<file path="src/rtl/ervp_button_event_pkg.sv">
// Shared constants for the button event detector: event bit indices within a
// channel group and the per-channel FSM state encoding.
package ervp_button_event_pkg;

  localparam int unsigned EVENT_W      = 5;
  localparam int unsigned EVENT_PRESS  = 0;
  localparam int unsigned EVENT_RELEASE = 1;
  localparam int unsigned EVENT_CLICK  = 2;
  localparam int unsigned EVENT_LONG   = 3;
  localparam int unsigned EVENT_DOUBLE = 4;

  typedef enum logic [2:0] {
    StIdle       = 3'd0,
    StPressed    = 3'd1,
    StLongHeld   = 3'd2,
    StWaitSecond = 3'd3,
    StSecondHeld = 3'd4
  } btn_state_e;

endpackage

</file>
<file path="src/rtl/ervp_button_event_fsm.sv">
// Single-channel button event FSM with tick-based duration counter.
// Double-click states exist only when ERVP_BUTTON_DOUBLE_CLICK_EN is defined.
module ervp_button_event_fsm
  import ervp_button_event_pkg::*;
#(
  parameter int unsigned BW_TICK_COUNT      = 8,
  parameter int unsigned LONG_PRESS_TICKS   = 100,
  parameter int unsigned DOUBLE_CLICK_TICKS = 25
) (
  input  logic               i_clk,
  input  logic               i_rst,
  input  logic               i_enable,
  input  logic               i_tick,
  input  logic               i_level,
  output logic [EVENT_W-1:0] o_pulse,
  output logic [EVENT_W-1:0] o_pulse_next
);

  localparam logic [BW_TICK_COUNT-1:0] LongTerm = BW_TICK_COUNT'(LONG_PRESS_TICKS - 1);
  localparam logic [BW_TICK_COUNT-1:0] DblTerm  = BW_TICK_COUNT'(DOUBLE_CLICK_TICKS - 1);

  if (LONG_PRESS_TICKS < 1 || LONG_PRESS_TICKS >= (1 << BW_TICK_COUNT)) begin : g_bad_long
    $error("LONG_PRESS_TICKS out of range");
  end
  if (DOUBLE_CLICK_TICKS < 1 || DOUBLE_CLICK_TICKS >= (1 << BW_TICK_COUNT)) begin : g_bad_dbl
    $error("DOUBLE_CLICK_TICKS out of range");
  end

  btn_state_e               r_state, w_state_d;
  logic [BW_TICK_COUNT-1:0] r_cnt, w_cnt_d;
  logic [EVENT_W-1:0]       r_pulse, w_pulse_d;

  always_ff @(posedge i_clk) begin
    if (i_rst) begin
      r_state <= StIdle;
      r_cnt   <= '0;
      r_pulse <= '0;
    end else begin
      r_state <= w_state_d;
      r_cnt   <= w_cnt_d;
      r_pulse <= w_pulse_d;
    end
  end

  // A level change always takes precedence over a tick in the same cycle.
  always_comb begin
    w_state_d = r_state;
    w_cnt_d   = r_cnt;
    w_pulse_d = '0;
    if (!i_enable) begin
      w_state_d = StIdle;
      w_cnt_d   = '0;
    end else begin
      unique case (r_state)
        StIdle: begin
          if (i_level) begin
            w_state_d              = StPressed;
            w_cnt_d                = '0;
            w_pulse_d[EVENT_PRESS] = 1'b1;
          end
        end
        StPressed: begin
          if (!i_level) begin
            w_pulse_d[EVENT_RELEASE] = 1'b1;
            w_cnt_d                  = '0;
`ifdef ERVP_BUTTON_DOUBLE_CLICK_EN
            w_state_d                = StWaitSecond;
`else
            w_pulse_d[EVENT_CLICK]   = 1'b1;
            w_state_d                = StIdle;
`endif
          end else if (i_tick) begin
            if (r_cnt == LongTerm) begin
              w_state_d             = StLongHeld;
              w_pulse_d[EVENT_LONG] = 1'b1;
            end else begin
              w_cnt_d = r_cnt + BW_TICK_COUNT'(1);
            end
          end
        end
        StLongHeld: begin
          if (!i_level) begin
            w_state_d                = StIdle;
            w_cnt_d                  = '0;
            w_pulse_d[EVENT_RELEASE] = 1'b1;
          end
        end
`ifdef ERVP_BUTTON_DOUBLE_CLICK_EN
        StWaitSecond: begin
          if (i_level) begin
            w_state_d               = StSecondHeld;
            w_cnt_d                 = '0;
            w_pulse_d[EVENT_PRESS]  = 1'b1;
            w_pulse_d[EVENT_DOUBLE] = 1'b1;
          end else if (i_tick) begin
            if (r_cnt == DblTerm) begin
              w_state_d              = StIdle;
              w_cnt_d                = '0;
              w_pulse_d[EVENT_CLICK] = 1'b1;
            end else begin
              w_cnt_d = r_cnt + BW_TICK_COUNT'(1);
            end
          end
        end
        StSecondHeld: begin
          if (!i_level) begin
            w_state_d                = StIdle;
            w_cnt_d                  = '0;
            w_pulse_d[EVENT_RELEASE] = 1'b1;
          end
        end
`endif
        default: begin
          w_state_d = StIdle;
          w_cnt_d   = '0;
        end
      endcase
    end
  end

  assign o_pulse      = r_pulse;
  assign o_pulse_next = w_pulse_d;

endmodule

</file>
<file path="src/rtl/ervp_button_event_detector.sv">
// Button event detector: per-channel event FSMs, sticky W1C status and
// maskable irq. Optional double-click via ERVP_BUTTON_DOUBLE_CLICK_EN.
module ervp_button_event_detector
  import ervp_button_event_pkg::*;
#(
  parameter int unsigned BW_DATA            = 1,
  parameter int unsigned BW_TICK_COUNT      = 8,
  parameter int unsigned LONG_PRESS_TICKS   = 100,
  parameter int unsigned DOUBLE_CLICK_TICKS = 25
) (
  input  logic                       i_clk,
  input  logic                       i_rst,
  input  logic                       i_enable,
  input  logic                       i_tick,
  input  logic [BW_DATA-1:0]         i_input_debounced,
  output logic [EVENT_W*BW_DATA-1:0] o_event_pulse,
  output logic [EVENT_W*BW_DATA-1:0] o_status,
  input  logic [EVENT_W*BW_DATA-1:0] i_status_clear,
  input  logic [EVENT_W*BW_DATA-1:0] i_irq_mask,
  output logic                       o_irq
);

  logic [EVENT_W*BW_DATA-1:0] w_pulse_next;
  logic [EVENT_W*BW_DATA-1:0] r_status;

  for (genvar c = 0; c < BW_DATA; c++) begin : g_chan
    ervp_button_event_fsm #(
      .BW_TICK_COUNT      (BW_TICK_COUNT),
      .LONG_PRESS_TICKS   (LONG_PRESS_TICKS),
      .DOUBLE_CLICK_TICKS (DOUBLE_CLICK_TICKS)
    ) u_fsm (
      .i_clk        (i_clk),
      .i_rst        (i_rst),
      .i_enable     (i_enable),
      .i_tick       (i_tick),
      .i_level      (i_input_debounced[c]),
      .o_pulse      (o_event_pulse[EVENT_W*c +: EVENT_W]),
      .o_pulse_next (w_pulse_next[EVENT_W*c +: EVENT_W])
    );
  end

  // Status sets in the same cycle the pulse appears; a set beats a clear.
  always_ff @(posedge i_clk) begin
    if (i_rst) begin
      r_status <= '0;
    end else begin
      r_status <= (r_status & ~i_status_clear) | w_pulse_next;
    end
  end

  assign o_status = r_status;
  assign o_irq    = |(r_status & i_irq_mask);

endmodule
</file>
<file path="config.mk">
export PLATFORM = sky130hd
export DESIGN_NAME = ervp_button_event_detector
export DESIGN_NICKNAME = d
export VERILOG_FILES = /design/src/rtl/ervp_button_event_pkg.sv /design/src/rtl/ervp_button_event_fsm.sv /design/src/rtl/ervp_button_event_detector.sv
export SDC_FILE = /design/constraint.sdc
export NUM_CORES = 1
export LEC_CHECK = 0
export CORE_UTILIZATION = 40
export CTS_CLUSTER_DIAMETER = 40
export CTS_CLUSTER_SIZE = 14
export DETAILED_ROUTE_END_ITERATION = 10
export PLACE_DENSITY = 0.68
export SYNTH_ARGS = -nofsm -noshare
export SYNTH_HDL_FRONTEND = slang
export SYNTH_SLANG_ARGS = --single-unit
</file>
<file path="constraint.sdc">
create_clock -name i_clk -period 1.6 [get_ports i_clk]
set_clock_uncertainty 0.1 [all_clocks]
set_input_delay 0.32 -clock i_clk [delete_from_list [all_inputs] [get_ports i_clk]]
set_output_delay 0.32 -clock i_clk [all_outputs]
set_load 0.03 [all_outputs]
</file>
==> summary.txt, run 1 <==
Status
  – Status: complete, but fails checks
  – Failing checks: negative setup slack

Setup path
  – Max stage delay on crit path: 420 ps
  – CP Max Fanout: 1
  – Slack of the worst reg-to-reg path: 40 ps
  – Crit-path cells: clkdlybuf4s50_1 > a222oi_1 > nand2_1 > buf_6
  – Worst Path Arrival: 1240 ps
  – Worst flop-to-flop path startpoint: g_chan[0].u_fsm.r_cnt[0]$_SDFFE_PP0P_
  – Largest delay share family, worst path: buffers and inverters
  – Critical Path Start Type: primary input
  – Worst setup EP type: output pin
  – Reg2Reg Depth: 5
  – WP data required: 1180 ps
  – Buf/Inv on CP: 2
  – Reg2reg end: o_status[3]$_SDFF_PP0_
  – Crit Path Class: primary input to output pin
  – Crit path max-delay cell type: clkdlybuf4s50_1

Global route
  – Vias in the first global route: 853
  – Gr usage total: 18.9%
  – Pin count of the biggest net entering global routing: 11
  – Grt total ovfl: 0
  – Initial antenna violation count: 0
  – First-pass GRT wire length: 3640 um

Min path
  – HP Start: o_status[1]$_SDFF_PP0_
  – Hold path endpoint: o_status[1]$_SDFF_PP0_
  – Hold Path Class: register to register
  – Hold path depth: 1

Detailed routing
  – Top Layer Used: met4
  – WL final: 2320 um
  – Pre-antenna DRT Iters: 4
  – Total number of vias: 898
  – Met3 WL: 74 um
  – DRC Markers: 0
  – Vias per cell: 5.22
  – Met2 WL: 1150 um
  – Routed Antenna Nets: 0
  – DR iter-0 viols: 30
  – Drt wl/cell: 13.5 um
  – Wire length on met1: 1060 um

Clock network
  – H-tree levels: 1
  – Clock sinks: 19
  – Clock latency on the worst-skew pair: 300 ps
  – Clock root buffer: clkbuf_4
  – CTS tree: done
  – Total CTS buffers: 3
  – Cts hold-fix bufs: 0
  – Clk buf depth: 2
  – Clk slew on worst S/H paths: 100 ps

Place
  – GP Congestion: 0.804
  – Buffers on Ports: 24
  – Dpl ws: -565 ps
  – Dpl hpwl: 1710 um

STA
  – Final worst slack: -56.0 ps
  – Max-slew violations: 0
  – Minimum clock period: 1660 ps
  – Final period util: 104%
  – TNS Setup: -56.0 ps
  – Final hold violations: 0
  – Setup Viol. Count Final: 1
  – Fmax: 604 MHz
  – RSZ-0062 raised after global routing: yes

Logic synthesis
  – #FFs+latches synth: 19
  – Synthesized instance count: 103
  – Async set-reset flop share out of synthesis: 0%
  – Synth Cell Area: 910 um2
  – Seq/Total Area, Yosys: 41.8%
  – Syn_nets: 123
  – Synth Warn #: 0
  – Avg Cell Area, Syn: 8.83 um2
  – Unique masters post-synth: 36
  – Top FF cell, synth: dfxtp_1
  – Post-synth EDFFs: 0

Finish
  – Layout overhead on the synthesized area: 55.3%
  – Reg area: 387 um2
  – Layout cell share with drive strength beyond 1: 30.3%
  – Filler instances: 170
  – Final nets: 166
  – Area of the multi-input gates: 578 um2
  – # diodes: 0

Floorplanning
  – Core area: 2040 um2
  – # rows: 16
  – Die X: 49.7 um
  – Initial Utilization: 44.5%
  – Die height: 49.7 um
  – I/O pins: 26
  – Die Area: 2470 um2

Pwr
  – Power per Cell Area: 626 nW/um2
  – P_leak: 0.647 nW
  – VDD IR-drop max: 0.000514 V

Run
  – Max Cap Violations: 0
==> flip-flops by register name, summed over array words and instances (netlist names) <==
signal / flops
o_status: 5
g_chan.u_fsm.r_cnt: 8
g_chan.u_fsm.o_pulse: 4
g_chan.u_fsm.r_state: 2
==> worst register-to-register path, stage by stage, from the launching register on <==
cell and delay, ps:
dfxtp_2 340, ha_2 190, and3b_2 230, and2_4 190
and3_1 190, or2_1 220
==> routing by layer <==
metal  GRT usage (%)  up-vias
li1                -      460
met1            24.7      419
met3            3.70        5
met2            31.1       14
met5               0        -
met4            5.71        0
==> layout make-up <==
type | count | area share (%)
Clock buffer | 4 | 1.86
Inverter | 4 | 1.06
Multi-Input combinational cell | 76 | 40.9
Sequential cell | 19 | 27.4
Tap cell | 27 | 2.39
Timing Repair Buffer | 42 | 26.4
==> synthesized netlist by cell type (2+ instances only) <==
master	instances	area, um2
a311oi_1	3	26.3
nand2b_1	2	12.5
nor3b_1	2	15.0
ha_1	5	62.6
nor2_1	12	45.0
o21ai_0	3	15.0
and3_1	4	25.0
nand2_1	6	22.5
nand3_1	5	25.0
inv_1	4	15.0
dfxtp_1	19	380
o21ai_1	4	20.0
a21oi_1	6	30.0
a31oi_1	3	18.8
a21o_1	3	22.5
buf_2	2	10.0
==> power by group <==
part	internal (mW)	switching (mW)
Sequential	0.478	0.00391
Clock	0.0972	0.146
Combinational	0.0823	0.0764
Total	0.658	0.227
==> cells by family (layout without fill, tap and decap cells) <==
| group | Yosys count | count (layout) | share of synthesized area [%] |
|---|---|---|---|
| other | 1 | 1 | 0.412 |
| AND/OR/NAND/NOR | 41 | 41 | 25.4 |
| adder cells (fa/ha/maj) | 5 | 5 | 6.88 |
| multiplexers | 1 | 1 | 1.10 |
| AO/OA/AOI/OAI | 28 | 28 | 20.4 |
| flip-flops | 19 | 19 | 41.8 |
| buffers and inverters | 8 | 50 | 3.99 |
==> per-stage QoR <==
stage	total power [mW]	util (%)	std cells	hold WS, ps	area [um2]
after floorplan	0.554	-	103	295	910
after global placement	0.631	63.2	167	366	1290
after detailed placement	0.633	63.2	167	371	1290
after CTS	0.865	63.9	171	391	1310
after global routing	0.922	69.2	172	424	1410
final	0.885	69.2	172	388	1410
==> how the worst max path moves through the flow <==
stage,slack (ps),depth (start not counted),start,end
5_1_grt,-140,4,i_irq_mask[4],o_irq
3_5_place_dp,-560,4,i_irq_mask[0],o_irq
2_1_floorplan,110,5,g_chan[0].u_fsm.r_cnt[0]$_SDFFE_PP0P_,o_status[3]$_SDFF_PP0_
6_report,-60,4,i_irq_mask[4],o_irq
3_3_place_gp,-550,4,i_irq_mask[0],o_irq
4_1_cts,-120,4,i_irq_mask[0],o_irq
==> placed cells by master, fill, tap and decap left out, types with 2 or more instances in the layout <==
cell type        instances
nor2_2                   2
and3_1                   4
nand3_1                  5
clkdlybuf4s50_1         11
a21oi_2                  3
clkbuf_4                 3
dlymetal6s2s_1           3
dfxtp_2                  2
buf_4                   18
nand2_1                  5
o21ai_1                  4
nor2_1                  10
dlygate4sd2_1            9
a311oi_1                 2
a31oi_1                  2
inv_1                    3
nand2b_1                 2
dfxtp_1                 16
a21o_1                   3
a21oi_1                  3
ha_1                     3
nor3b_1                  2
o21ai_0                  2
==> what timing repair did <==
item / in CTS / in global routing
resized for setup: 16 / 29
endpoints found under the setup margin: 13 / 12
pin swaps: 1 / 6
buffers inserted: 0 / 1
No activity file was read; power rests on OpenSTA's default activity.
==> run 2: changes to the inputs <==
==> constraint.sdc (replaced) <==
create_clock -name i_clk -period 1.82 [get_ports i_clk]
set_clock_uncertainty 0.1 [all_clocks]
set_input_delay 0.364 -clock i_clk [delete_from_list [all_inputs] [get_ports i_clk]]
set_output_delay 0.364 -clock i_clk [all_outputs]
set_load 0.03 [all_outputs]
==> run 2 against run 1 <==
Combinational power down 25%. The flow now finishes without violations. Sequential cell count unchanged. Critical path depth fell by 3. Largest power group unchanged. Cell count fell by 4.7%. Power shrank 15%. Register-to-register slack better by 120 ps. Via count decreased by 1.7%. Utilization is 6.6 points lower. Critical path type is now register to output pin.
==> summary.txt, run 2 (synthesis results as in run 1) <==
Status
  – Status: completed

Global route
  – First-pass GRT wire length: 3470 um
  – Initial antenna violation count: 0
  – Pin count of the biggest net entering global routing: 11
  – Gr usage total: 18.7%
  – Vias in the first global route: 800
  – Grt total ovfl: 0

Setup path
  – Crit Path Class: register to output pin
  – Worst setup EP type: output pin
  – CP startpoint: g_chan[0].u_fsm.o_pulse[2]$_SDFF_PP0_
  – Worst flop-to-flop path startpoint: g_chan[0].u_fsm.r_state[1]$_SDFFE_PP0P_
  – Crit path max-delay cell type: clkdlybuf4s50_1
  – Crit-path cells: clkdlybuf4s50_1
  – Total stage count of the critical path: 1
  – Reg2Reg Depth: 6
  – Critical Path Start Type: register
  – Max stage delay on crit path: 670 ps
  – Largest delay share family, worst path: buffers and inverters
  – Worst Path Arrival: 1290 ps
  – Buf/Inv on CP: 1
  – WP data required: 1360 ps
  – CP Max Fanout: 1

Finish
  – Area of the multi-input gates: 493 um2
  – Layout cell share with drive strength beyond 1: 13.9%
  – Non-filler cells, final: 164
  – Final nets: 158
  – Reg with most FFs: g_chan.u_fsm.r_cnt
  – # diodes: 0
  – Commonest non-fill, non-tap cell in the layout: dfxtp_1
  – Layout overhead on the synthesized area: 40.6%
  – Finished Cell Area: 1280 um2
  – Reg area: 382 um2
  – Max FFs per register: 8
  – Most frequent cells in the layout: dfxtp_1 (18), clkdlybuf4s50_1 (15), nor2_1 (12)
  – Filler instances: 181
  – Post-layout util: 62.6%

Place
  – Dpl ws: -480 ps
  – Buffers on Ports: 24
  – Placed inst area: 1240 um2
  – Dpl hpwl: 1630 um
  – GP Congestion: 0.813
  – Dpl cells: 160

STA
  – Fmax: 569 MHz
  – Final worst slack: 62.2 ps
  – TNS Setup: 0 ps
  – Minimum clock period: 1760 ps
  – Max-slew violations: 0
  – Setup Viol. Count Final: 0
  – RSZ-0062 raised after global routing: no
  – Final hold violations: 0
  – Hold slack: 395 ps
  – Final period util: 96.6%

Clock network
  – Clock root buffer: clkbuf_4
  – Clk buf depth: 2
  – Post-CTS Setup Inserts: 0
  – Total CTS buffers: 3
  – CTS tree: done
  – Clock sinks: 19
  – H-tree levels: 1
  – Clock latency on the worst-skew pair: 300 ps
  – Clk slew on worst S/H paths: 100 ps

Floorplanning
  – Core area: 2040 um2
  – Die Area: 2470 um2
  – Initial Utilization: 44.5%
  – Die X: 49.7 um
  – I/O pins: 26
  – # rows: 16
  – Die height: 49.7 um

Detailed routing
  – DRC Markers: 0
  – Routed Antenna Nets: 0
  – WL final: 2110 um
  – Vias per cell: 5.38
  – Drt wl/cell: 12.9 um
  – Pre-antenna DRT Iters: 4
  – DR iter-0 viols: 28
  – Total number of vias: 883

Pwr
  – VDD IR-drop max: 0.000365 V
  – Power per Cell Area: 589 nW/um2
  – Final Total Pwr: 0.754 mW
  – P_leak: 0.609 nW

Min path
  – HP Start: o_status[2]$_SDFF_PP0_
  – Hold path depth: 1
  – Hold Path Class: register to register

Run
  – Max Cap Violations: 0
-- run 2: cell count changes in the layout (fill, tap and decap cells not counted), moves of 2 or more --
cell and change:
buf_4 -8, a21oi_2 -3, dlygate4sd2_1 -7, clkdlybuf4s50_1 +4
nor2_2 -2, dfxtp_1 +2, nor2_1 +2, a21oi_1 +3
dlymetal6s2s_1 +3, ha_1 +2
-- run 2: routing by layer --
metal  vias to the layer above  GRT usage [%]  part of all wire [%]
met1                       419           23.0                    47
met2                        17           29.7                    48
li1                        443              -                     -
met4                         0           6.67                   1.3
met5                         -              0                     0
met3                         4           6.79                   3.8
-- run 2: where the power goes --
group	internal (mW)	switching (mW)
logic	0.0628	0.0572
clock network	0.0856	0.124
registers	0.421	0.00295
total	0.569	0.184
-- run 2: area by class of cell --
cell class | instances | area share [%]
Inverter | 4 | 1.17
Tap cell | 27 | 2.64
Clock buffer | 4 | 2.05
Multi-Input combinational cell | 76 | 38.6
Timing Repair Buffer | 34 | 25.7
Sequential cell | 19 | 29.8
-- run 2: repair_timing --
action                                  4_1_cts  5_1_grt
pin swaps                                     1        2
endpoints found under the setup margin        3        4
gates resized for setup                       8        8
hold buffers                                  0        0
-- run 2: worst paths after layout --
kind	endpoint	slack, ps
min	o_status[2]$_SDFF_PP0_	400
max	o_event_pulse[2]	60
min reg2reg	o_status[2]$_SDFF_PP0_	400
max reg2reg	g_chan[0].u_fsm.r_cnt[6]$_SDFFE_PP0P_	160
==> run 3: changes to the inputs <==
--- a/config.mk
+++ b/config.mk
@@ -5,11 +5,13 @@
 export SDC_FILE = /design/constraint.sdc
 export NUM_CORES = 1
 export LEC_CHECK = 0
-export CORE_UTILIZATION = 40
+export ABC_CLOCK_PERIOD_IN_PS = 1820
+export CORE_UTILIZATION = 50
 export CTS_CLUSTER_DIAMETER = 40
 export CTS_CLUSTER_SIZE = 14
 export DETAILED_ROUTE_END_ITERATION = 10
-export PLACE_DENSITY = 0.68
+export DONT_BUFFER_PORTS = 1
+export PLACE_DENSITY = 0.64
 export SYNTH_ARGS = -nofsm -noshare
 export SYNTH_HDL_FRONTEND = slang
 export SYNTH_SLANG_ARGS = --single-unit
==> run 3 against run 2 <==
Utilization shrank 5.0 points. Hold slack worse by 380 ps. Sequential power about the same. Clock power about the same. Sequential cell count is the same. Register-to-register slack improved by 40 ps. Design area fell by 23%. Global-route usage up 2.4 points. Maximum frequency up 4.3%. Combinational power decreased by 50%. Critical path type unchanged.
==> summary.txt, run 3 (synthesis results as in run 1) <==
Status
  – Status: completed

Detailed routing
  – Drt wl/cell: 13.4 um
  – DRC Markers: 0
  – WL final: 1770 um
  – Routed Antenna Nets: 0
  – Pre-antenna DRT Iters: 6
  – DR iter-0 viols: 26
  – Vias per cell: 5.58
  – Total number of vias: 737

Pwr
  – Combinational Power Share: 8.6%
  – P_leak: 0.398 nW
  – Switching share of total power: 24.5%
  – Clock network power share: 30.3%
  – Power per Cell Area: 709 nW/um2
  – Switching pwr: 0.171 mW
  – VDD IR-drop max: 0.000538 V
  – Final Total Pwr: 0.697 mW
  – Seq pwr share: 61.1%
  – P_int: 0.526 mW

STA
  – Max-slew violations: 0
  – Minimum clock period: 1690 ps
  – Fmax: 593 MHz
  – Final period util: 92.6%
  – RSZ-0062 raised after global routing: no
  – TNS Setup: 0 ps
  – Final hold violations: 0
  – Setup Viol. Count Final: 0

Global route
  – Pin count of the biggest net entering global routing: 12
  – First-pass GRT wire length: 3060 um
  – Gr usage total: 21.1%
  – Grt total ovfl: 0
  – Initial antenna violation count: 0
  – Vias in the first global route: 674

Finish
  – Max FFs per register: 8
  – Most frequent cells in the layout: dfxtp_1 (17), nor2_1 (12), a21oi_1 (6)
  – Commonest non-fill, non-tap cell in the layout: dfxtp_1
  – Reg with most FFs: g_chan.u_fsm.r_cnt
  – Layout overhead on the synthesized area: 8.12%
  – Layout cell share with drive strength beyond 1: 13.1%
  – Final nets: 128
  – # diodes: 0

Setup path
  – Worst setup EP type: output pin
  – Crit-path cells: a222oi_1 > nand2_2
  – Max stage delay on crit path: 400 ps
  – Critical Path Start Type: register
  – Crit Path Class: register to output pin
  – Crit path max-delay cell type: dfxtp_4
  – WP data required: 1360 ps
  – Worst Path Arrival: 1220 ps
  – CP Max Fanout: 3

Floorplanning
  – # rows: 15
  – Core area: 1710 um2
  – Die Area: 1990 um2
  – Initial Utilization: 53.3%
  – Die X: 44.7 um
  – I/O pins: 26
  – Die height: 44.7 um

Place
  – GP Congestion: 0.816
  – Dpl hpwl: 1330 um
  – Buffers on Ports: 0

Clock network
  – Clock root buffer: clkbuf_4
  – CTS tree: done
  – Clk slew on worst S/H paths: 100 ps
  – Clock sinks: 19
  – Clock latency on the worst-skew pair: 300 ps
  – Total CTS buffers: 3
  – Clk buf depth: 2
  – H-tree levels: 1

Min path
  – Hold Path Class: primary input to register

Run
  – Max Cap Violations: 0
-- run 3: per-stage QoR --
step	instance area (um2)	instances	utilization [%]	setup WS [ps]	hold slack, ps
global placement	950	128	55.6	222	341
global route	983	132	57.6	6.97	4.89
finish	983	132	57.6	134	19.7
detailed placement	950	128	55.6	201	344
floorplan	910	103	-	330	339
CTS	976	132	57.1	0.724	17.4
-- run 3: path summary, 6_finish.rpt --
check | start | to | slack (ps) | cells after the start
max reg2reg | g_chan[0].u_fsm.r_state[1]$_SDFFE_PP0P_ | g_chan[0].u_fsm.r_cnt[6]$_SDFFE_PP0P_ | 200 | 6
min reg2reg | g_chan[0].u_fsm.r_state[0]$_SDFFE_PP0P_ | g_chan[0].u_fsm.r_state[0]$_SDFFE_PP0P_ | 390 | 2
min | i_status_clear[4] | o_status[4]$_SDFF_PP0_ | 20 | 1
max | o_status[3]$_SDFF_PP0_ | o_irq | 130 | 2
-- run 3: layout make-up --
cell class,instances,area [um2]
inverter,4,15.0
tap,25,31.3
multi-input combinational,76,495
timing repair buffer,4,30.0
clock buffer,4,26.3
fill,157,724
sequential,19,385
-- run 3: routing by layer --
layer / vias to the layer above / routed length [um] / GRT usage [%] / share of wire, %
met2: 13 / 772 / 30.0 / 44
met5: - / 0 / 0 / 0
met4: 0 / 46 / 10.9 / 2.6
met1: 336 / 914 / 30.0 / 52
met3: 5 / 42 / 4.08 / 2.4
li1: 383 / - / - / -
-- run 3: worst max-delay path, delay by kind of cell (launching register included) --
family	cells	cell delay [ps]
flip-flops	1	400
AO/OA/AOI/OAI	1	330
AND/OR/NAND/NOR	1	200
-- run 3: repair_timing --
item / 4_1_cts / 5_1_grt
gates resized for setup: 0 / 4
endpoints found under the setup margin: 0 / 1
buffers inserted: 0 / 0
hold buffers: 0 / 0
-- run 3: power by group through the flow --
| stage | Clock (mW) | Sequential [mW] | Combinational, mW |
|---|---|---|---|
| 2_1_floorplan | 0 | 0.441 | 0.0461 |
| 3_5_place_dp | 0 | 0.437 | 0.0595 |
| 4_1_cts | 0.222 | 0.427 | 0.0596 |
| 6_report | 0.211 | 0.426 | 0.0602 |
| 5_1_grt | 0.238 | 0.427 | 0.0668 |
| 3_3_place_gp | 0 | 0.437 | 0.0587 |
